### src/rtl/display_7s_pkg.sv
// Shared definitions for the 7-segment display path: digit geometry, blank code,
// FSM encoding and elaboration-time width helpers.
package display_7s_pkg;

  localparam int DIS_DIGITS  = 8;
  localparam int DIS_DIGIT_W = 10;

  // All segments and the decimal point off.
  localparam logic [DIS_DIGIT_W-1:0] DIS_BLANK = '0;

  typedef enum logic {
    ST_SHOW  = 1'b0,
    ST_BLANK = 1'b1
  } state_t;

  function automatic int clog2(input int value);
    int r;
    int v;
    r = 0;
    v = value - 1;
    while (v > 0) begin
      r++;
      v = v >> 1;
    end
    return r;
  endfunction

  // A terminal of 0 or 1 still needs a one-bit register.
  function automatic int cnt_width(input int term);
    return (clog2(term) < 1) ? 1 : clog2(term);
  endfunction

endpackage

### src/rtl/display_7s_tick_counter.sv
// Tick-driven up-counter that saturates at TERM-1 and flags that terminal value.
// Clear wins over enable; a TERM of 0 leaves the counter parked at zero.
module display_7s_tick_counter
  import display_7s_pkg::*;
#(
  parameter int TERM = 2
) (
  input  logic clk,
  input  logic reset_n,
  input  logic clr,
  input  logic en,
  output logic tc
);

  localparam int W = cnt_width(TERM);
  localparam logic [W-1:0] LAST = (TERM > 0) ? W'(TERM - 1) : '0;

  logic [W-1:0] cnt;

  always_ff @(posedge clk or negedge reset_n) begin
    if (!reset_n) begin
      cnt <= '0;
    end else if (clr) begin
      cnt <= '0;
    end else if (en && (cnt != LAST)) begin
      cnt <= cnt + 1'b1;
    end
  end

  assign tc = (cnt == LAST);

endmodule

### src/rtl/display_7s_mux_seq.sv
// Registered N-channel content selector for the 7-segment driver: manual or
// auto-rotating channel choice with an optional blank interval on each switch.
//
//   state    | meaning
//   ---------+------------------------------------------------------------
//   ST_SHOW  | selected channel drives dis_data; watch for a switch request
//   ST_BLANK | BLANK_VALUE drives dis_data until BLANK_TICKS ticks elapse
module display_7s_mux_seq
  import display_7s_pkg::*;
#(
  parameter int              CH          = 8,
  parameter int              DW          = DIS_DIGITS * DIS_DIGIT_W,
  parameter int              DWELL_TICKS = 1000,
  parameter int              BLANK_TICKS = 50,
  parameter logic [DW-1:0]   BLANK_VALUE = '0,
  localparam int             SELW        = clog2(CH)
) (
  input  logic              clk,
  input  logic              reset_n,
  input  logic [CH*DW-1:0]  dis_content,
  input  logic [SELW-1:0]   sel_manual,
  input  logic              mode,
  input  logic              hold,
  input  logic              next,
  input  logic              tick,
  output logic [DW-1:0]     dis_data,
  output logic [SELW-1:0]   sel_active,
  output logic              blanking,
  output logic              switched
);

  state_t            state, state_d;
  logic [SELW-1:0]   sel_d;
  logic [SELW-1:0]   manual_target;
  logic [SELW-1:0]   auto_target;
  logic              req;
  logic              switched_d;
  logic              dwell_tc;
  logic              blank_tc;

  // Out-of-range manual requests fall back to channel 0.
  assign manual_target = (int'(sel_manual) < CH) ? sel_manual : '0;
  assign auto_target   = (sel_active == SELW'(CH - 1)) ? '0 : sel_active + 1'b1;

  // Held in clear while in manual mode, so entering auto always starts from zero.
  display_7s_tick_counter #(.TERM(DWELL_TICKS)) u_dwell (
    .clk     (clk),
    .reset_n (reset_n),
    .clr     (req | ~mode),
    .en      ((state == ST_SHOW) & mode & ~hold & tick),
    .tc      (dwell_tc)
  );

  display_7s_tick_counter #(.TERM(BLANK_TICKS)) u_blank (
    .clk     (clk),
    .reset_n (reset_n),
    .clr     (req),
    .en      ((state == ST_BLANK) & tick),
    .tc      (blank_tc)
  );

  always_comb begin
    state_d    = state;
    sel_d      = sel_active;
    switched_d = 1'b0;
    req        = 1'b0;
    case (state)
      ST_SHOW: begin
        if (mode) begin
          // next and a terminal tick in the same cycle still advance only once
          req = next | (tick & ~hold & dwell_tc);
          if (req) sel_d = auto_target;
        end else begin
          req = (manual_target != sel_active);
          if (req) sel_d = manual_target;
        end
        if (req) begin
          if (BLANK_TICKS > 0) state_d = ST_BLANK;
          else switched_d = 1'b1;
        end
      end
      ST_BLANK: begin
        if (tick & blank_tc) begin
          state_d    = ST_SHOW;
          switched_d = 1'b1;
        end
      end
      default: state_d = ST_SHOW;
    endcase
  end

  always_ff @(posedge clk or negedge reset_n) begin
    if (!reset_n) begin
      state      <= ST_SHOW;
      sel_active <= '0;
      switched   <= 1'b0;
      dis_data   <= BLANK_VALUE;
    end else begin
      state      <= state_d;
      sel_active <= sel_d;
      switched   <= switched_d;
      dis_data   <= (state == ST_BLANK) ? BLANK_VALUE
                                        : dis_content[int'(sel_active)*DW +: DW];
    end
  end

  assign blanking = (state == ST_BLANK);

endmodule

### config.mk
export PLATFORM = sky130hd
export DESIGN_NAME = display_7s_mux_seq
export DESIGN_NICKNAME = d
export VERILOG_FILES = /design/src/rtl/display_7s_pkg.sv /design/src/rtl/display_7s_tick_counter.sv /design/src/rtl/display_7s_mux_seq.sv
export SDC_FILE = /design/constraint.sdc
export NUM_CORES = 1
export LEC_CHECK = 0
export CAP_MARGIN = 20
export CORE_AREA = 2 2 282 284
export DETAILED_ROUTE_END_ITERATION = 8
export DIE_AREA = 0 0 284 286
export GPL_TIMING_DRIVEN = 0
export SLEW_MARGIN = 20
export SYNTH_ARGS = -nofsm -noshare
export SYNTH_HDL_FRONTEND = slang
export SYNTH_SLANG_ARGS = --single-unit
export TNS_END_PERCENT = 30
### constraint.sdc
create_clock -name clk -period 2.6 [get_ports clk]
set_input_delay 0.39 -clock clk [delete_from_list [all_inputs] [get_ports clk]]
set_output_delay 0.39 -clock clk [all_outputs]
set_load 0.01 [all_outputs]
==> impl_results.html <==
<table>
<tr><th>Metric</th><th>Value</th></tr>
<tr><th colspan="2">Run status</th></tr>
<tr><td>Run status</td><td>completed</td></tr>
<tr><th colspan="2">Critical path</th></tr>
<tr><td>Count of cells along the worst register-to-register path</td><td>6</td></tr>
<tr><td>Worst-case register-to-register setup slack</td><td>0.19 ns</td></tr>
<tr><td>Setup crit end</td><td>sel_active[1]$_DFFE_PN0P_</td></tr>
<tr><td>Startpoint of the most critical register-to-register path</td><td>sel_active[0]$_DFFE_PN0P_</td></tr>
<tr><td>Slowest stage delay, CP</td><td>0.58 ns</td></tr>
<tr><td>Critical-path maximum fanout</td><td>7</td></tr>
<tr><td>Kind of cell adding the most delay to the critical path</td><td>simple AND/OR/NAND/NOR gates</td></tr>
<tr><td>Critical path type</td><td>input port to register</td></tr>
<tr><td>Path length in cells of the critical path</td><td>6</td></tr>
<tr><td>Crit-path cells</td><td>clkdlybuf4s50_1 -&gt; or3b_1 -&gt; clkbuf_1 -&gt; or4_4 -&gt; a21oi_4 -&gt; mux2_1</td></tr>
<tr><td>CP bufs+invs</td><td>2</td></tr>
<tr><td>Critical Path Slowest Stage Cell</td><td>sky130_fd_sc_hd__clkdlybuf4s50_1</td></tr>
<tr><td>Data arrival time at the worst-slack endpoint</td><td>2.69 ns</td></tr>
<tr><td>Required time at the worst-slack endpoint</td><td>2.88 ns</td></tr>
<tr><td>Worst setup SP type</td><td>input port</td></tr>
<tr><td>Source of the critical timing path</td><td>tick</td></tr>
<tr><td>R2R Path End</td><td>dis_data[76]$_DFF_PN0_</td></tr>
<tr><td>Critical Path Sink Type</td><td>register</td></tr>
<tr><th colspan="2">Drt</th></tr>
<tr><td>First-pass iteration count of the detailed router</td><td>4</td></tr>
<tr><td>DRT iter0 DRCs</td><td>356</td></tr>
<tr><td>Routed Wire Length</td><td>60300 um</td></tr>
<tr><td>Total routed wire length on the met1 layer</td><td>25400 um</td></tr>
<tr><td>Highest layer used for signal routing</td><td>met5</td></tr>
<tr><td>Post-route antenna net violation count</td><td>0</td></tr>
<tr><td>Routed wire length per instance</td><td>25.3 um</td></tr>
<tr><td>Via/cell ratio</td><td>3.71</td></tr>
<tr><td>Routed met2 length</td><td>28300 um</td></tr>
<tr><td>Routed vias</td><td>8820</td></tr>
<tr><td>Met3 Wirelength</td><td>5260 um</td></tr>
<tr><td>DRC violation count after routing</td><td>0</td></tr>
<tr><th colspan="2">Synthesis</th></tr>
<tr><td>Count of mapped cells out of synthesis</td><td>570</td></tr>
<tr><td>Sequential cell area fraction in the yosys report</td><td>31.3%</td></tr>
<tr><td>Post-synthesis cell type count</td><td>35</td></tr>
<tr><td>Net count of the mapped netlist</td><td>1224</td></tr>
<tr><td>Yosys warnings</td><td>0</td></tr>
<tr><td>Mean Syn Cell Area</td><td>14.2 um^2</td></tr>
<tr><td>Post-Synthesis Cell Area</td><td>0.00808 mm^2</td></tr>
<tr><td>Flops &amp; latches, synth</td><td>101</td></tr>
<tr><th colspan="2">Die</th></tr>
<tr><td>Die extent in x</td><td>284 um</td></tr>
<tr><td>Die area</td><td>0.0812 mm^2</td></tr>
<tr><td>Core outline area</td><td>0.0784 mm^2</td></tr>
<tr><td>Number of ports placed on the die boundary</td><td>734</td></tr>
<tr><td>Initial standard-cell utilization of the core</td><td>10.3%</td></tr>
<tr><td>Total number of placement rows</td><td>103</td></tr>
<tr><td>Height of the chip</td><td>286 um</td></tr>
<tr><th colspan="2">Global route</th></tr>
<tr><td>Initial antenna violation count</td><td>22</td></tr>
<tr><td>Via count of the first global-routing pass</td><td>9957</td></tr>
<tr><td>Total global routing overflow</td><td>0</td></tr>
<tr><td>First-pass GRT wire length</td><td>80600 um</td></tr>
<tr><td>Maximum number of pins on one net before global-route repair</td><td>59</td></tr>
<tr><td>Total track usage</td><td>14.4%</td></tr>
<tr><th colspan="2">CTS</th></tr>
<tr><td>Clock edge transition at the registers on the reported setup and hold paths</td><td>0.09 ns</td></tr>
<tr><td>Number of clock buffers inserted by TritonCTS</td><td>9</td></tr>
<tr><td>H-tree levels</td><td>3</td></tr>
<tr><td>Sinks on the clock net</td><td>101</td></tr>
<tr><td>CTS tree</td><td>built</td></tr>
<tr><td>Worst-case clock buffer depth</td><td>2</td></tr>
<tr><td>Post-CTS Setup Repair Bufs</td><td>0</td></tr>
<tr><td>Clk Latency, worst-skew pair</td><td>0.39 ns</td></tr>
<tr><td>Clock Tree Root</td><td>sky130_fd_sc_hd__clkbuf_16</td></tr>
<tr><th colspan="2">Power</th></tr>
<tr><td>Static leakage power</td><td>0.00625 uW</td></tr>
<tr><td>Power per cell area</td><td>698 mW/mm^2</td></tr>
<tr><td>Peak ir drop on the vdd network</td><td>324 uV</td></tr>
<tr><th colspan="2">Placed design</th></tr>
<tr><td>Placed Cells incl. Taps</td><td>2355</td></tr>
<tr><td>Last weighted congestion value of the routability-driven placer</td><td>0.933</td></tr>
<tr><td>HPWL Detailed</td><td>53100 um</td></tr>
<tr><td>Number of buffers inserted by port buffering</td><td>732</td></tr>
<tr><th colspan="2">STA</th></tr>
<tr><td>Worst Skew</td><td>0.0147 ns</td></tr>
<tr><td>Slew margin rel.</td><td>34.0%</td></tr>
<tr><td>Final Hold Slack</td><td>0.483 ns</td></tr>
<tr><td>Summed negative setup slack over all endpoints</td><td>0 ns</td></tr>
<tr><td>Endpoints failing hold</td><td>0</td></tr>
<tr><td>Part of the cycle the worst path needs</td><td>92.9%</td></tr>
<tr><td>Final Setup Violations</td><td>0</td></tr>
<tr><td>F_max</td><td>414 MHz</td></tr>
<tr><td>Time the final worst path needs with I/O delays and setup</td><td>2.41 ns</td></tr>
<tr><td>Count of final max-slew check failures</td><td>0</td></tr>
<tr><td>Unrepaired setup endpoints after global routing</td><td>false</td></tr>
<tr><td>Slew at the pin closest to its max-slew limit</td><td>0.990 ns</td></tr>
<tr><th colspan="2">Finish</th></tr>
<tr><td>Share of cells above drive strength 1</td><td>16.4%</td></tr>
<tr><td>Area growth from synthesis to final layout</td><td>114%</td></tr>
<tr><td>Non-filler instance count after layout</td><td>2379</td></tr>
<tr><td>Count of nets after finishing</td><td>1970</td></tr>
<tr><td>Fillers</td><td>8421</td></tr>
<tr><td>Core utilization of the finished layout</td><td>22.1%</td></tr>
<tr><th colspan="2">Job</th></tr>
<tr><td>Maximum Capacitance Violations</td><td>0</td></tr>
<tr><th colspan="2">Worst hold path</th></tr>
<tr><td>Worst min-delay path class</td><td>input port to register</td></tr>
<tr><td>Start point of the worst min-delay path</td><td>mode</td></tr>
</table>
[metrics by stage]
step / worst slack (ns) / cell area, um^2 / total power, uW
6_report: 0.186 / 17300 / 12100
5_1_grt: 0.00866 / 17300 / 12800
4_1_cts: 0.0160 / 17300 / 12500
3_5_place_dp: -1.31 / 16800 / 10700
3_3_place_gp: -3.59 / 16700 / 10500
2_1_floorplan: 0.364 / 8080 / 6810
[logic make-up (layout without fill, tap and decap cells)]
kind of cell	count (synthesis)	count (layout)	share of synthesized area (%)
fa+ha+maj	5	5	0.774
compound gates	14	14	1.27
mux	246	246	55.4
simple gates	129	129	6.81
other cells	0	8	0
flops	101	101	31.3
xor+xnor	14	14	1.52
buf+inv	61	812	2.97
[report_power, final]
group / internal (uW) / total, uW / switching [uW]
Clock: 695 / 1530 / 831
Sequential: 1770 / 1890 / 123
Combinational: 4520 / 8660 / 4140
Total: 6990 / 12100 / 5090
[registers in the layout, summed over array words and instances (netlist names)]
signal,cells
blanking,1
u_dwell.cnt,10
sel_active,3
switched,1
dis_data,80
u_blank.cnt,6
[area by class of cell]
class	count	area, um^2	share of cell area (%)
clock inverters	7	91.3	0.528
well taps	1050	1310	7.60
plain buffers	56	315	1.82
repair buffers	736	7410	42.9
multi-input cells	408	5370	31.1
diodes	8	20.0	0.116
inverters	4	15.0	0.0868
clock buffers	9	225	1.30
flip-flops and latches	101	2530	14.6
[synth_stat cells, drive strengths merged]
cell type	count	share of area, %
nand4	6	0.46
o31ai	1	0.093
a211oi	2	0.19
or3b	1	0.11
a21o	1	0.093
nand4b	1	0.11
mux2	4	0.60
nor3	2	0.12
or3	1	0.077
xnor2	6	0.65
mux4	160	45
o21ai	4	0.25
clkbuf	32	1.5
a21oi	4	0.39
nor2	98	4.6
xor2	8	0.87
ha	5	0.77
inv	4	0.19
buf	25	1.3
o211ai	1	0.15
nor4	4	0.31
and2	2	0.19
a41oi	1	0.11
nand3	4	0.25
nor3b	1	0.093
mux2i	82	10
dfrtp	101	31
nand2	7	0.33
and3	1	0.077
or4	1	0.14
[how the worst min path moves through the flow]
stage / end / cells after the start
floorplan: blanking$_DFF_PN0_ / 0
global placement: u_dwell.cnt[9]$_DFFE_PN0P_ / 2
detailed placement: u_dwell.cnt[2]$_DFFE_PN0P_ / 1
CTS: sel_active[2]$_DFFE_PN0P_ / 3
global route: sel_active[2]$_DFFE_PN0P_ / 3
finish: sel_active[2]$_DFFE_PN0P_ / 3
[layout by cell type, fill, tap and decap left out, types with 5 or more instances in the layout]
cell | Yosys | final
sky130_fd_sc_hd__buf_1 | 16 | 7
sky130_fd_sc_hd__buf_2 | 9 | 6
sky130_fd_sc_hd__clkbuf_1 | 32 | 23
sky130_fd_sc_hd__clkbuf_16 | 0 | 9
sky130_fd_sc_hd__clkbuf_2 | 0 | 5
sky130_fd_sc_hd__clkdlybuf4s15_2 | 0 | 5
sky130_fd_sc_hd__clkdlybuf4s50_1 | 0 | 731
sky130_fd_sc_hd__dfrtp_1 | 101 | 101
sky130_fd_sc_hd__diode_2 | 0 | 8
sky130_fd_sc_hd__ha_1 | 5 | 5
sky130_fd_sc_hd__mux2i_1 | 82 | 77
sky130_fd_sc_hd__mux2i_4 | 0 | 5
sky130_fd_sc_hd__mux4_2 | 160 | 160
sky130_fd_sc_hd__nand2_1 | 7 | 7
sky130_fd_sc_hd__nand4_1 | 6 | 6
sky130_fd_sc_hd__nor2_1 | 98 | 98
sky130_fd_sc_hd__xnor2_1 | 6 | 6
sky130_fd_sc_hd__xor2_1 | 8 | 8
[layer usage]
layer	up-vias	global-route usage [%]
met5	-	0
met4	14	3.97
met3	61	4.89
met2	505	23.7
met1	4443	18.0
li1	3797	-
[repair_timing]
| action | in CTS | in global routing |
|---|---|---|
| gates resized for setup | 33 | 2 |
| hold endpoints to repair | 43 | 0 |
| endpoints found under the setup margin | 82 | 3 |
| hold buffers | 1 | 0 |
[tightest hold or removal path, stage by stage]
cell and delay [ns]:
sky130_fd_sc_hd__clkbuf_1 0.17, sky130_fd_sc_hd__mux2i_1 0.19, sky130_fd_sc_hd__o21ai_1 0.08
No activity file was read; power rests on OpenSTA's default activity.
